$ cat config.mk
export PLATFORM = sky130hd
export DESIGN_NAME = hdbus_arb_flat
export DESIGN_NICKNAME = d
export VERILOG_FILES = /design/src/rtl/hdbus_arb_if.sv /design/src/rtl/hdbus_arb.sv /design/src/flat_wrapper.sv
export SDC_FILE = /design/constraint.sdc
export NUM_CORES = 1
export LEC_CHECK = 0
export CAP_MARGIN = 20
export CORE_MARGIN = 3
export CORE_UTILIZATION = 39
export CTS_BUF_LIST = sky130_fd_sc_hd__clkbuf_16
export CTS_CLUSTER_DIAMETER = 150
export DETAILED_ROUTE_END_ITERATION = 16
export GPL_TIMING_DRIVEN = 1
export PLACE_DENSITY = 0.82
export SETUP_SLACK_MARGIN = 0.05
export SYNTH_ARGS = -nofsm -noshare
export SYNTH_HDL_FRONTEND = slang
export SYNTH_SLANG_ARGS = --single-unit
$ cat constraint.sdc
create_clock -name clk -period 2.3 [get_ports clk]
set_input_delay 0.46 -clock clk [delete_from_list [all_inputs] [get_ports clk]]
set_output_delay 0.46 -clock clk [all_outputs]
set_load 0.02 [all_outputs]
$ cat src/rtl/hdbus_arb_if.sv
// Register-bus (hdbus) signal bundle between the arbiter and the register target.
// The arbiter drives request/address/data; the target returns ack/err/read data.
interface hdbus_arb_if;
  logic [7:0] hdaddr;
  logic [7:0] hdwrdata;
  logic       hdreq;
  logic       hdwr;
  logic       hdlast;
  logic [7:0] hdrddata;
  logic       hdack;
  logic       hderr;

  modport master (
    output hdaddr, hdwrdata, hdreq, hdwr, hdlast,
    input  hdrddata, hdack, hderr
  );

  modport slave (
    input  hdaddr, hdwrdata, hdreq, hdwr, hdlast,
    output hdrddata, hdack, hderr
  );
endinterface

$ cat src/rtl/hdbus_arb.sv
// Three-requester round-robin arbiter for the hdbus register bus.
// An owner keeps the bus through a locked sequence (rqlast=0) and loses it on
// the last access, a bus error, abandoning its request, or a response timeout.
// Every ownership ends with at least one idle cycle so hdreq drops between owners.
module hdbus_arb #(
  parameter int TIMEOUT = 4096
) (
  input  logic        clk,
  input  logic        rstn,
  input  logic [23:0] rqaddr,
  input  logic [23:0] rqwrdata,
  input  logic [2:0]  rqreq,
  input  logic [2:0]  rqwr,
  input  logic [2:0]  rqlast,
  output logic [2:0]  rqack,
  output logic [2:0]  rqerr,
  output logic [7:0]  rqrddata,
  output logic [1:0]  grant,
  output logic        busy,
  hdbus_arb_if.master hd
);

  // Wide enough to hold TIMEOUT-1 plus one spare bit, so it can never wrap.
  localparam int CW = $clog2(TIMEOUT) + 1;
  localparam logic [CW-1:0] CNT_LIMIT = CW'(TIMEOUT - 1);

  localparam logic [1:0] S_IDLE  = 2'd0;
  localparam logic [1:0] S_OWN   = 2'd1;
  localparam logic [1:0] S_ABORT = 2'd2;

  logic [1:0]    state, state_nxt;
  logic [1:0]    grant_nxt;
  logic [1:0]    ptr, ptr_nxt;
  logic [CW-1:0] cnt, cnt_nxt;
  logic [1:0]    cand1, cand2, pick;

  // Successor of a requester index, modulo 3.
  function automatic logic [1:0] next3(input logic [1:0] v);
    return (v == 2'd2) ? 2'd0 : v + 2'd1;
  endfunction

  // Round-robin pick: the requester after the last owner has highest priority,
  // the last owner itself the lowest.
  always_comb begin
    cand1 = next3(ptr);
    cand2 = next3(cand1);
    if (rqreq[cand1])      pick = cand1;
    else if (rqreq[cand2]) pick = cand2;
    else                   pick = ptr;
  end

  // Next-state, bus multiplexing and per-requester response steering.
  always_comb begin
    // NOTE: every output of this block gets a default first, so no path can
    // leave a signal unassigned and infer a latch.
    state_nxt      = state;
    grant_nxt      = grant;
    ptr_nxt        = ptr;
    cnt_nxt        = cnt;
    rqack          = '0;
    rqerr          = '0;
    hd.hdreq       = 1'b0;
    hd.hdwr        = 1'b0;
    hd.hdlast      = 1'b1;
    hd.hdaddr      = '0;
    hd.hdwrdata    = '0;

    case (state)
      S_IDLE: begin
        if (|rqreq) begin
          state_nxt = S_OWN;
          grant_nxt = pick;
          cnt_nxt   = '0;
        end
      end

      S_OWN: begin
        hd.hdreq    = rqreq[grant];
        hd.hdwr     = rqwr[grant];
        hd.hdlast   = rqlast[grant];
        hd.hdaddr   = rqaddr[{grant, 3'b000} +: 8];
        hd.hdwrdata = rqwrdata[{grant, 3'b000} +: 8];

        if (hd.hdack) begin
          rqack[grant] = ~hd.hderr;
          rqerr[grant] = hd.hderr;
          cnt_nxt      = '0;
          // A bus error always breaks a locked sequence.
          if (rqlast[grant] || hd.hderr) begin
            state_nxt = S_IDLE;
            ptr_nxt   = grant;
          end
        end else if (!rqreq[grant]) begin
          // Owner withdrew mid-sequence: release without reporting anything.
          state_nxt = S_IDLE;
          ptr_nxt   = grant;
        end else if (cnt == CNT_LIMIT) begin
          rqerr[grant] = 1'b1;
          state_nxt    = S_ABORT;
        end else begin
          cnt_nxt = cnt + 1'b1;
        end
      end

      S_ABORT: begin
        state_nxt = S_IDLE;
        ptr_nxt   = grant;
      end

      default: state_nxt = S_IDLE;
    endcase
  end

  assign rqrddata = hd.hdrddata;
  assign busy     = (state == S_OWN);

  // State registers; reset leaves requester 0 as the first winner (pointer=2).
  always_ff @(posedge clk or negedge rstn) begin
    if (!rstn) begin
      state <= S_IDLE;
      grant <= 2'd0;
      ptr   <= 2'd2;
      cnt   <= '0;
    end else begin
      // NOTE: sequential state uses non-blocking assignments so every register
      // samples the pre-edge values regardless of statement order.
      state <= state_nxt;
      grant <= grant_nxt;
      ptr   <= ptr_nxt;
      cnt   <= cnt_nxt;
    end
  end

endmodule

$ cat src/flat_wrapper.sv
// flat-port wrapper written by rule: the top's interface ports become plain ports
module hdbus_arb_flat 
#(
  parameter int TIMEOUT = 4096
)
  (clk, rstn, rqaddr, rqwrdata, rqreq, rqwr, rqlast, rqack, rqerr, rqrddata, grant, busy, hd_hdaddr, hd_hdwrdata, hd_hdreq, hd_hdwr, hd_hdlast, hd_hdrddata, hd_hdack, hd_hderr);
  hdbus_arb_if hd_i ();
  input  logic clk;
  input  logic rstn;
  input  logic [23:0] rqaddr;
  input  logic [23:0] rqwrdata;
  input  logic [2:0] rqreq;
  input  logic [2:0] rqwr;
  input  logic [2:0] rqlast;
  output logic [2:0] rqack;
  output logic [2:0] rqerr;
  output logic [7:0] rqrddata;
  output logic [1:0] grant;
  output logic busy;
  output wire logic [$bits(hd_i.hdaddr)-1:0] hd_hdaddr;
  output wire logic [$bits(hd_i.hdwrdata)-1:0] hd_hdwrdata;
  output wire logic [$bits(hd_i.hdreq)-1:0] hd_hdreq;
  output wire logic [$bits(hd_i.hdwr)-1:0] hd_hdwr;
  output wire logic [$bits(hd_i.hdlast)-1:0] hd_hdlast;
  input wire logic [$bits(hd_i.hdrddata)-1:0] hd_hdrddata;
  input wire logic [$bits(hd_i.hdack)-1:0] hd_hdack;
  input wire logic [$bits(hd_i.hderr)-1:0] hd_hderr;
  assign hd_hdaddr = hd_i.hdaddr;
  assign hd_hdwrdata = hd_i.hdwrdata;
  assign hd_hdreq = hd_i.hdreq;
  assign hd_hdwr = hd_i.hdwr;
  assign hd_hdlast = hd_i.hdlast;
  assign hd_i.hdrddata = hd_hdrddata;
  assign hd_i.hdack = hd_hdack;
  assign hd_i.hderr = hd_hderr;
  hdbus_arb #(.TIMEOUT(TIMEOUT)) u_core (.clk(clk), .rstn(rstn), .rqaddr(rqaddr), .rqwrdata(rqwrdata), .rqreq(rqreq), .rqwr(rqwr), .rqlast(rqlast), .rqack(rqack), .rqerr(rqerr), .rqrddata(rqrddata), .grant(grant), .busy(busy), .hd(hd_i));
endmodule
==> results of run 1 <==
[per-layer routing]
layer  track usage, %  vias to the layer above
met4             5.73                        0
met2             39.4                       75
li1                 -                     1030
met5                0                        -
met1             26.4                      998
met3             2.97                       10
[how the worst max path moves through the flow]
stage	startpoint	endpoint	slack [ns]
3_3_place_gp	rqreq[0]	rqerr[1]	-0.46
6_report	u_core.cnt[0]	rqerr[0]	-0.16
5_1_grt	u_core.cnt[0]	rqerr[0]	-0.25
3_5_place_dp	rqreq[2]	rqerr[1]	-0.51
4_1_cts	u_core.cnt[1]	rqerr[0]	-0.16
2_1_floorplan	u_core.cnt[0]	rqerr[2]	-0.02
[cells in the mapped netlist (all sizes together) (2+ instances only)]
master,number,area [um2]
nor2,50,188
a21oi,23,119
dfrtp,18,450
mux2i,18,184
buf,15,106
nand2,11,41.3
nor3,9,50.1
inv,7,26.3
nor4,7,65.1
xnor2,7,61.3
clkbuf,5,28.8
o21ai,5,25.0
nand3,4,37.5
ha,3,37.5
mux2,3,33.8
nand3b,3,26.3
nor2b,3,26.3
a2bb2oi,2,23.8
and3,2,13.8
nand2b,2,12.5
o211ai,2,28.8
or2b,2,16.3
or3,2,15.0
or4,2,18.8
[per-stage QoR]
step	TNS, ns	total power, W	instance area [um2]
2_1_floorplan	-0.0170	0.00179	1820
6_report	-0.421	0.00305	3080
3_3_place_gp	-2.10	0.00260	2940
5_1_grt	-0.668	0.00324	3080
3_5_place_dp	-2.26	0.00263	2940
4_1_cts	-0.461	0.00296	3040
[critical path: cells and delay by family (launching register included)]
family,cells,cell delay [ns]
compound gates,1,0.20
flops,1,0.35
fa+ha+maj,1,0.21
simple gates,4,0.82
buf+inv,1,0.16
[sequential cells by signal, summed over array words and instances (netlist names)]
| name | flops |
|---|---|
| u_core.cnt | 13 |
| u_core.grant | 2 |
| u_core.ptr | 2 |
| u_core.state | 2 |
[cell families (layout without fill, tap and decap cells)]
group	Yosys count	after routing
buffers and inverters	28	149
adder cells (fa/ha/maj)	3	3
AND/OR/NAND/NOR	102	102
flip-flops	19	19
XOR/XNOR	7	7
AO/OA/AOI/OAI	43	43
multiplexers	21	21
[layout make-up]
| cell class | instances | area, um2 | share of cell area, % |
|---|---|---|---|
| clock buffers | 3 | 75.1 | 2.44 |
| clock inverters | 1 | 3.75 | 0.122 |
| inverters | 8 | 30.0 | 0.975 |
| multi-input cells | 176 | 1190 | 38.8 |
| flip-flops and latches | 19 | 478 | 15.5 |
| well taps | 52 | 65.1 | 2.11 |
| repair buffers | 137 | 1230 | 40.0 |
[timing repair]
item	CTS	global route
endpoints found under the hold margin	0	0
resized for setup	47	27
endpoints found under the setup margin	25	16
pin swaps	3	2
buffers inserted	5	2
[power by group]
part           internal, W  switching (W)  total (W)
registers         0.000398      0.0000511   0.000449
clock network     0.000232       0.000132   0.000364
logic              0.00104        0.00120    0.00224
total              0.00167        0.00138    0.00305
==> summary.md, run 1 <==
| Metric | Value |
|---|---|
| Die X | `74.2 um` |
| Hold Crit Start | `u_core.ptr[0]` |
| WHS | `0.520 ns` |
| Hold Crit Class | `flop to flop` |
| IO Port Bufs | `88` |
| Worst-case reg-to-reg path depth | `7` |
| Max layer used | `met4` |
| Num CTS Buffers | `3` |
| All-Layer GR Usage | `21.5%` |
| Placed Instances | `385` |
| Vias | `2113` |
| VDD IR max | `0.699 mV` |
| First drt pass iteration count | `4` |
| DR WL met3 | `272 um` |
| FF-to-FF End | `u_core.cnt[6]` |
| Status | `finished, violations left` |
| FILL cells | `343` |
| Largest net degree at the start of global routing | `20` |
| Startpoint types | `flop` |
| Top-Level Pins | `105` |
| Syn Std Cell Area | `0.00182 mm2` |
| Slowest CP cell | `or4_4` |
| Worst EP required | `1.84 ns` |
| Post-synth net total | `295` |
| LEAKAGE | `1.37 nW` |
| Ys async rst share | `100%` |
| CTS root buf | `clkbuf_16` |
| Max-cap violations | `0` |
| Layout Utilization | `69.8%` |
| FP Rows | `24` |
| P&R area growth vs syn | `69.7%` |
| Placer Congestion | `0.881` |
| First-pass GRT wire length | `9400 um` |
| CP Class | `flop to primary output` |
| Yosys cell types | `61` |
| Final hold violation count | `0` |
| Met2 wire length | `3540 um` |
| Reg2reg start | `u_core.state[0]` |
| Final-report max-slew violation count | `0` |
| Post-Layout Cell Count | `396` |
| Post-DR vias/cell | `5.34` |
| Clock transition at path regs | `0.06 ns` |
| Routed wire per std cell | `16.3 um` |
| Most used DFF post-synth | `dfrtp_1` |
| Clock Latency Late Sink | `0.26 ns` |
| Main combinational cell family by area after synthesis | `simple AND/OR/NAND/NOR gates` |
| Hold endpoint | `u_core.ptr[0]` |
| Final Setup Violations | `3` |
| Total grt overflow | `0` |
| Worst Tran Pin Value | `0.540 ns` |
| Yosys reg bits | `19` |
| WP data arrival | `2.00 ns` |
| Antenna Nets Post-Route | `0` |
| EDFF count, synth | `0` |
| Clock sink count | `19` |
| Commonest non-fill, non-tap cell in the layout | `clkdlybuf4s50_1` |
| CP peak stage delay | `0.52 ns` |
| # hold bufs at CTS | `0` |
| Setup ws final | `-0.156 ns` |
| Adder-cell share of the synthesized area | `2.07%` |
| Worst slew margin | `63.7%` |
| Vias in the first global route | `2001` |
| Final Skew | `0.00254 ns` |
| Post-Route M1 WL | `2510 um` |
| Antenna violations before repair | `0` |
| Post-Route WL | `6440 um` |
| Violated checks | `negative setup slack` |
| Nets@finish | `417` |
| Min Tclk post-route | `2.46 ns` |
| Pre-CTS WS | `-0.506 ns` |
| Synth warnings | `0` |
| Max frequency | `407 MHz` |
| Mux cell area share after synthesis | `12.0%` |
| Worst-path fanout max | `3` |
| DR DRC count | `0` |
| Power density cells | `991 mW/mm2` |
| Synth Area in XOR/XNOR | `3.38%` |
| Clock buffer depth | `2` |
| Post-DP HPWL | `4760 um` |
| Die Y | `74.2 um` |
| CTS tree | `built` |
| RSZ-0062 raised after global routing | `true` |
| Setup slack on the worst flop-to-flop path | `0.22 ns` |
| Initial DRC Count | `112` |
| Critical Path End Type | `primary output` |
| Post-synthesis compound-gate area fraction | `16.6%` |
| H-tree depth | `1` |
| Post-Syn Instances | `223` |
| Share of cells above drive strength 1 | `26.2%` |
| Die area | `0.00551 mm2` |
| Hold Path Cell Cnt | `1` |
| Mapped Avg Cell Area | `8.14 um2` |
| Simple-gate portion of the synthesized area | `30.6%` |
| Sequential fraction of the synthesis area | `26.3%` |
| Tcrit/Tclk final | `107%` |
| Core Box Area | `0.00441 mm2` |
| Diodes inserted | `0` |
| CP cell instances | `ha_2 -> nand3_4 -> or4_4 -> o31ai_4 -> nand2_2 -> nor3_2 -> buf_4` |
| Most frequent cells in the layout | `clkdlybuf4s50_1 (63), nor2_1 (49), buf_4 (47)` |
| Starting Density | `41.1%` |
No activity file was read; power rests on OpenSTA's default activity.
==> inputs of run 2 (changes only) <==
- TNS_END_PERCENT: not set -> 30
==> summary.md, run 2 (synthesized netlist as in run 1, its figures left out) <==
| Metric | Value |
|---|---|
| Share of cells above drive strength 1 | `25.7% (-0.51 points)` |
| CTS tree | `built` |
| Worst slew margin | `63.5% (-0.27 points)` |
| IO Port Bufs | `88 (unchanged)` |
| Post-DP HPWL | `4760 um (unchanged)` |
| Die area | `0.00551 mm2 (unchanged)` |
| Placed Instances | `385 (unchanged)` |
| Final Setup Violations | `3 (unchanged)` |
| Reg2reg start | `u_core.cnt[0]` |
| Max-cap violations | `0 (unchanged)` |
| Max frequency | `406 MHz (-0.27%)` |
| Max FFs per register | `13 (unchanged)` |
| Critical Path End Type | `primary output` |
| Vias | `2087 (-1.2%)` |
| Core Box Area | `0.00441 mm2 (unchanged)` |
| Power density cells | `986 mW/mm2 (-0.44%)` |
| Diodes inserted | `0 (unchanged)` |
| Min Tclk post-route | `2.46 ns (+0.00659 ns)` |
| Starting Density | `41.1% (unchanged)` |
| Setup slack on the worst flop-to-flop path | `0.21 ns (about the same)` |
| Total grt overflow | `0 (unchanged)` |
| CP startpoint | `u_core.cnt[0]` |
| Nets@finish | `416 (-0.24%)` |
| RSZ-0062 raised after global routing | `true` |
| Final hold violation count | `0 (unchanged)` |
| Worst-path fanout max | `3 (unchanged)` |
| WHS | `0.520 ns (+0.0000410 ns)` |
| Critical Path End | `rqerr[0]` |
| FP Rows | `24 (unchanged)` |
| Die X | `74.2 um (unchanged)` |
| CTS root buf | `clkbuf_16` |
| Placer Congestion | `0.881 (unchanged)` |
| Worst EP required | `1.84 ns (about the same)` |
| Post-Route WL | `6330 um (-1.6%)` |
| Final-report max-slew violation count | `0 (unchanged)` |
| Clock sink count | `19 (unchanged)` |
| Sum Neg Setup Slack | `-0.440 ns (-0.0186 ns)` |
| Initial DRC Count | `94 (-16%)` |
| Largest Register | `u_core.cnt` |
| Commonest non-fill, non-tap cell in the layout | `clkdlybuf4s50_1` |
| Antenna violations before repair | `0 (unchanged)` |
| Startpoint types | `flop` |
| Hold Crit Class | `flop to flop` |
| P&R area growth vs syn | `69.4%` |
| VDD IR max | `0.681 mV (-2.6%)` |
| Largest net degree at the start of global routing | `20 (unchanged)` |
| Final Skew | `0.00135 ns (-0.00118 ns)` |
| Placed instance area | `0.00294 mm2 (unchanged)` |
| Num CTS Buffers | `3 (unchanged)` |
| Post-Layout Cell Count | `395 (-0.25%)` |
| FF-to-FF End | `u_core.state[0]` |
| Clock transition at path regs | `0.05 ns (about the same)` |
| Design Area, Final | `0.00308 mm2 (-0.16%)` |
| All-Layer GR Usage | `21.5% (unchanged)` |
| Die Y | `74.2 um (unchanged)` |
| CP Class | `flop to primary output` |
| Clock Latency Late Sink | `0.26 ns (about the same)` |
| WP data arrival | `2.00 ns (about the same)` |
| First drt pass iteration count | `4 (unchanged)` |
| Clock buffer depth | `2 (unchanged)` |
| Setup ws final | `-0.163 ns (-0.00659 ns)` |
| Worst-case reg-to-reg path depth | `8 (+1)` |
| LEAKAGE | `1.37 nW (about the same)` |
| Layout Utilization | `69.7% (-0.11 points)` |
| H-tree depth | `1 (unchanged)` |
| Worst Tran Pin Value | `0.544 ns (+0.00397 ns)` |
| Status | `finished, violations left` |
| Top-Level Pins | `105 (unchanged)` |
| Violated checks | `negative setup slack` |
| DR DRC count | `0 (unchanged)` |
| Most frequent cells in the layout | `clkdlybuf4s50_1 (63), nor2_1 (49), buf_4 (46)` |
| Tcrit/Tclk final | `107% (+0.29 points)` |
| Antenna Nets Post-Route | `0 (unchanged)` |
| FILL cells | `342 (-0.29%)` |
| Post-DR vias/cell | `5.28 (-0.98%)` |
| Routed wire per std cell | `16.0 um (-1.4%)` |
| First-pass GRT wire length | `9400 um (unchanged)` |
| Vias in the first global route | `2001 (unchanged)` |
==> run 2: layout make-up <==
class                           count  area [um2]  share of cell area [%]
Clock inverter                      1        3.75                   0.122
Timing Repair Buffer              136        1230                    39.9
Multi-Input combinational cell    176        1200                    39.0
Clock buffer                        3        75.1                    2.44
Sequential cell                    19         477                    15.5
Inverter                            8        30.0                   0.976
Tap cell                           52        65.1                    2.12
==> run 2: stage by stage <==
step | setup slack, ns | total power, W
after CTS | -0.165 | 0.00296
after floorplan | -0.0151 | 0.00179
after global routing | -0.232 | 0.00322
final | -0.163 | 0.00303
after detailed placement | -0.506 | 0.00263
after global placement | -0.456 | 0.00260
==> run 2: layer usage <==
metal / vias up / track usage (%) / share of wire, %
li1: 1030 / - / -
met1: 986 / 26.4 / 41
met2: 57 / 39.4 / 54
met3: 14 / 2.97 / 3.1
met4: 0 / 5.73 / 2.0
met5: - / 0 / 0
==> run 2: power breakdown <==
group / switching (W) / internal [W]
logic: 0.00120 / 0.00103
clock network: 0.000129 / 0.000232
registers: 0.0000499 / 0.000396
total: 0.00138 / 0.00166
==> run 2: critical path, stage by stage (launching register included) <==
cell     delay (ns)
dfrtp_1        0.35
ha_2           0.21
nand3_4        0.08
or4_4          0.52
o31ai_4        0.20
nand2_2        0.11
nor3_2         0.11
buf_4          0.16
==> run 2: how the worst min path moves through the flow <==
stage                  startpoint            end  slack, ns  cells after the start
floorplan                    rstn  u_core.cnt[0]       0.16                      0
global placement    u_core.ptr[0]  u_core.ptr[0]       0.50                      1
detailed placement  u_core.ptr[0]  u_core.ptr[0]       0.51                      1
CTS                 u_core.ptr[0]  u_core.ptr[0]       0.52                      1
global route        u_core.ptr[0]  u_core.ptr[0]       0.54                      1
finish              u_core.ptr[0]  u_core.ptr[0]       0.52                      1
==> run 2: timing repair <==
| item | in CTS | in global routing |
|---|---|---|
| setup endpoints to repair | 25 | 16 |
| pin swaps | 3 | 2 |
| gates cloned | 0 | 0 |
| buffers inserted | 5 | 1 |
| endpoints found under the hold margin | 0 | 0 |
| hold buffers | 0 | 0 |
| resized for setup | 47 | 27 |
==> inputs of run 3 (changes only) <==
==> constraint.sdc (replaced) <==
create_clock -name clk -period 2.3 [get_ports clk]
set_input_delay 0.46 -clock clk [delete_from_list [all_inputs] [get_ports clk]]
set_output_delay 0.46 -clock clk [all_outputs]
set_load 0.01 [all_outputs]
==> summary.md, run 3 (synthesized netlist as in run 1, its figures left out) <==
| Metric | Value |
|---|---|
| Status | `finished, violations left` |
| Violated checks | `negative setup slack` |
| Clk pwr share | `12.7% (+0.8 points)` |
| # hold bufs at CTS | `0 (unchanged)` |
| Max FFs per register | `13 (unchanged)` |
| FP Rows | `24 (unchanged)` |
| Min Tclk post-route | `2.55 ns (+0.0829 ns)` |
| Routed wire per std cell | `16.0 um (about the same)` |
| Antenna violations before repair | `0 (unchanged)` |
| Share of cells above drive strength 1 | `24.6% (-1.1 points)` |
| Worst EP required | `1.84 ns (about the same)` |
| Worst-case reg-to-reg path depth | `7 (-1)` |
| Internal power | `0.00161 W (-2.9%)` |
| Hold Path Cell Cnt | `1 (unchanged)` |
| Most frequent cells in the layout | `clkdlybuf4s50_1 (61), nor2_1 (49), buf_4 (42)` |
| Startpoint types | `flop` |
| Max frequency | `393 MHz (-3.3%)` |
| Core Box Area | `0.00441 mm2 (unchanged)` |
| CTS root buf | `clkbuf_16` |
| Placed Instances | `385 (unchanged)` |
| Starting Density | `41.1% (unchanged)` |
| Final Setup Violations | `3 (unchanged)` |
| Pre-CTS WS | `-0.470 ns (+0.0362 ns)` |
| Worst slew margin | `65.5% (+2.0 points)` |
| Largest net degree at the start of global routing | `20 (unchanged)` |
| Nets@finish | `415 (-0.24%)` |
| DR DRC count | `0 (unchanged)` |
| Diodes inserted | `0 (unchanged)` |
| Final Skew | `0.000917 ns (-0.000438 ns)` |
| VDD IR max | `0.685 mV (+0.67%)` |
| Net Sw Frac | `43.2% (-2.2 points)` |
| Initial DRC Count | `116 (+23%)` |
| Hold Crit Class | `flop to flop` |
| Vias in the first global route | `2056 (+2.7%)` |
| Antenna Nets Post-Route | `0 (unchanged)` |
| CP Class | `flop to primary output` |
| Die X | `74.2 um (unchanged)` |
| LEAKAGE | `1.39 nW (+1.6%)` |
| Layout Utilization | `69.6% (about the same)` |
| Top-Level Pins | `105 (unchanged)` |
| Worst-path fanout max | `2 (-1)` |
| H-tree depth | `1 (unchanged)` |
| Post-DR vias/cell | `5.38 (+1.9%)` |
| Final-report max-slew violation count | `0 (unchanged)` |
| Worst Tran Pin Value | `0.513 ns (-0.0301 ns)` |
| P&R area growth vs syn | `69.3% (about the same)` |
| M3 GR Usage | `3.24% (+0.27 points)` |
| Total grt overflow | `0 (unchanged)` |
| IO Port Bufs | `88 (unchanged)` |
| Clock sink count | `19 (unchanged)` |
| Final hold violation count | `0 (unchanged)` |
| Setup ws final | `-0.246 ns (-0.0829 ns)` |
| Num CTS Buffers | `3 (unchanged)` |
| Seq pwr share | `16.3% (+1.6 points)` |
| GR Util met2 | `40.0% (+0.59 points)` |
| Die Y | `74.2 um (unchanged)` |
| Post-Route WL | `6310 um (-0.30%)` |
| First drt pass iteration count | `4 (unchanged)` |
| RSZ-0062 raised after global routing | `true` |
| All-Layer GR Usage | `22.2% (+0.66 points)` |
| Placer Congestion | `0.866 (-1.7%)` |
| Die area | `0.00551 mm2 (unchanged)` |
| Commonest non-fill, non-tap cell in the layout | `clkdlybuf4s50_1` |
| Post-Layout Cell Count | `394 (-0.25%)` |
| Critical Path End Type | `primary output` |
| Power, Total | `0.00283 W (-6.6%)` |
| Grt peak-use layer | `met2` |
| Clock transition at path regs | `0.05 ns (about the same)` |
| P_sw | `0.00122 W (-11%)` |
| GR Util met1 | `26.5% (+0.066 points)` |
| CTS tree | `built` |
| Vias | `2121 (+1.6%)` |
| Clock buffer depth | `2 (unchanged)` |
| Post-DP HPWL | `4840 um (+1.7%)` |
| Power density cells | `922 mW/mm2 (-6.5%)` |
| Largest Register | `u_core.cnt` |
| FILL cells | `323 (-5.6%)` |
| Clock Latency Late Sink | `0.25 ns (about the same)` |
| Comb power frac | `71.0% (-2.4 points)` |
| Tcrit/Tclk final | `111% (+3.6 points)` |
| First-pass GRT wire length | `9580 um (+1.9%)` |
| Max-cap violations | `0 (unchanged)` |
| WP data arrival | `2.09 ns (+0.09 ns)` |
==> run 3: power groups by stage <==
stage	clock [W]	sequential, W	combinational [W]
2_1_floorplan	0	0.000443	0.00119
3_3_place_gp	0	0.000450	0.00200
3_5_place_dp	0	0.000456	0.00204
4_1_cts	0.000359	0.000459	0.00198
5_1_grt	0.000377	0.000468	0.00218
6_report	0.000360	0.000462	0.00201
==> run 3: cell type report <==
type / count / area (um2) / area share (%)
Clock buffer: 3 / 75.1 / 2.44
Timing Repair Buffer: 135 / 1210 / 39.3
Inverter: 8 / 30.0 / 0.977
Tap cell: 52 / 65.1 / 2.12
Clock inverter: 1 / 3.75 / 0.122
Multi-Input combinational cell: 176 / 1210 / 39.5
Sequential cell: 19 / 478 / 15.6
==> run 3: worst paths after layout <==
path / to / start / slack, ns
max: rqerr[0] / u_core.cnt[0] / -0.25
max reg2reg: u_core.cnt[9] / u_core.state[0] / 0.27
min: u_core.ptr[0] / u_core.ptr[0] / 0.53
min in group asynchronous: u_core.cnt[2] / rstn / 0.57
max in group asynchronous: u_core.ptr[1] / rstn / 1.47
min reg2reg: u_core.ptr[0] / u_core.ptr[0] / 0.53
==> run 3: routing by layer <==
metal | routed length (um) | up-vias | part of all wire [%]
li1 | - | 1025 | -
met3 | 296 | 19 | 4.7
met5 | 0 | - | 0
met4 | 193 | 0 | 3.1
met1 | 2390 | 1003 | 38
met2 | 3430 | 74 | 54
==> run 3: worst max-delay path: stages, from the launching register on <==
cell,delay [ns]
dfrtp_1,0.39
ha_4,0.17
nand3_4,0.07
or4_4,0.51
o31ai_4,0.20
nand2_2,0.09
buf_6,0.13
nor3_4,0.11
buf_2,0.16
==> run 3: timing repair <==
item,CTS,global route
endpoints found under the setup margin,25,7
gates resized for setup,47,6
buffers inserted,4,1
pin swaps,3,2
==> run 3: metrics by stage <==
| step | area (um2) | setup TNS, ns | hold WS, ns |
|---|---|---|---|
| floorplan | 1820 | 0 | 0.164 |
| global placement | 2940 | -1.52 | 0.503 |
| detailed placement | 2940 | -1.82 | 0.512 |
| CTS | 3050 | -0.575 | 0.524 |
| global route | 3070 | -0.789 | 0.559 |
| finish | 3070 | -0.616 | 0.527 |
==> edit (settings of run 2) <==
`TIMEOUT` is set to 4096 in 2 places; all go to 2048.
--- a/src/rtl/hdbus_arb.sv
+++ b/src/rtl/hdbus_arb.sv
@@ -5,3 +5,3 @@
 module hdbus_arb #(
-  parameter int TIMEOUT = 4096
+  parameter int TIMEOUT = 2048
 ) (
--- a/src/flat_wrapper.sv
+++ b/src/flat_wrapper.sv
@@ -3,3 +3,3 @@
 #(
-  parameter int TIMEOUT = 4096
+  parameter int TIMEOUT = 2048
 )
Formal check against the unedited RTL: no difference found for any inputs over 10 cycles, from zero or initial values and one cycle with rstn low; that may be too few to reach the edited logic, so the function may still have changed.
==> edit against run 2 <==
Area after synthesis decreased by 4.9%. Total power down 3.8%. Wire length decreased by 3.5%. Critical endpoint unchanged. Worst hold slack better by 0.0040 ns. Design area down 2.5%. Sequential cell count is 1 lower. Largest cell class unchanged. Maximum frequency grew 9.4%. Setup slack better by 0.21 ns.
==> edit: results (changes against run 2) <==
[grt]
grt_pass1_wl_um=9770  ; was 9397 um
grt_usage_pct=23.61  ; was 21.52%

[power_and_ir_drop]
p_int_w=0.001643  ; was 0.001657 W
power.switching_w=0.001274  ; was 0.001376 W
pg_seq_w=0.000437  ; was 0.000446 W
total_leakage_power_nw=1.346  ; was 1.367 nW
combPwrFrac_pct=72.5  ; was 73.4%
vdd_ir_drop_max_mv=0.8069  ; was 0.6807 mV

[timing]
period_needed_ns=2.251  ; was 2.463 ns
hold_ws_ns=0.5240  ; was 0.5200 ns
tightest_slew_ns=0.3604  ; was 0.5435 ns

[status]
status=finished clean  ; was finished with violations

[worst_setup_path]
r2r-start=u_core.state[1]  ; was u_core.cnt[0]
worstPathArrival_ns=1.79  ; was 2.00 ns
r2r_setup_slack_ns=0.18  ; was 0.21 ns
setup.worst_path.start=u_core.grant[1]  ; was u_core.cnt[0]
worst_path_max_delay_cell=dfrtp_1  ; was or4_4
slowest_delay_ns=0.39  ; was 0.52 ns

[final_layout]
buf_share_pct=40.32  ; was 39.87%
finalNetCount=417  ; was 416
n_all_inverters=5  ; was 8
fill_cells=309  ; was 342
finalNonFillerCells=394  ; was 395
largest_reg_flops=12  ; was 13
final-clk-cell-share_pct=2.629  ; was 2.563%
post_route_cells_drive_above_1_share_pct=24.42  ; was 25.66%
multiInputGateArea_mm2=0.001177  ; was 0.001199 mm^2
syn2layout_area_growth_pct=73.62  ; was 69.40%
nMultiInputCombCells=181  ; was 176
seq-cell-share_pct=15.07  ; was 15.50%

[die]
num_rows=23  ; was 24

[place]
hpwl_um=4894  ; was 4763 um
dp_slack_ns=-0.4425  ; was -0.5060 ns
gp_congestion=0.8436  ; was 0.8808

[logic_synthesis]
synthTopCellsByArea=dfrtp_1 (25%), mux2i_1 (12%), and2_1 (6.9%)  ; was dfrtp_1 (25%), nor2_1 (10%), mux2i_1 (9.4%)
synthXorXnorAreaFrac_pct=0  ; was 3.377%
seq_area_frac_synth_pct=26.16  ; was 26.26%
synth.distinct_cells=46  ; was 61
synth_compound_area_share_pct=18.91  ; was 16.61%
synthMuxAreaShare_pct=14.13  ; was 11.99%
synth_seq_cells=18  ; was 19

[drt]
vias=2144  ; was 2087

[cts]
ctsResizeCount=69  ; was 47

[edit: cell count changes in the layout (fill, tap and decap cells not counted), moves of 7 or more]
cell | before | now
nand2_1 | 10 | 31
xnor2_1 | 7 | 0
and2_1 | 0 | 19
nor2_1 | 49 | 12
o21ai_0 | 3 | 23
clkdlybuf4s15_2 | 0 | 9
a21oi_1 | 22 | 9
[edit: per-layer routing]
metal,vias to the layer above,track usage [%],share of wire (%)
met5,-,0,0
met4,0,8.607,2.4
li1,1038,-,-
met2,94,42.59,49
met3,19,4.155,7.1
met1,993,27.69,41
[edit: logic make-up after synthesis]
logic type | Yosys count
adder cells (fa/ha/maj) | 3
flip-flops | 18
AND/OR/NAND/NOR | 102
buffers and inverters | 24
AO/OA/AOI/OAI | 52
multiplexers | 24
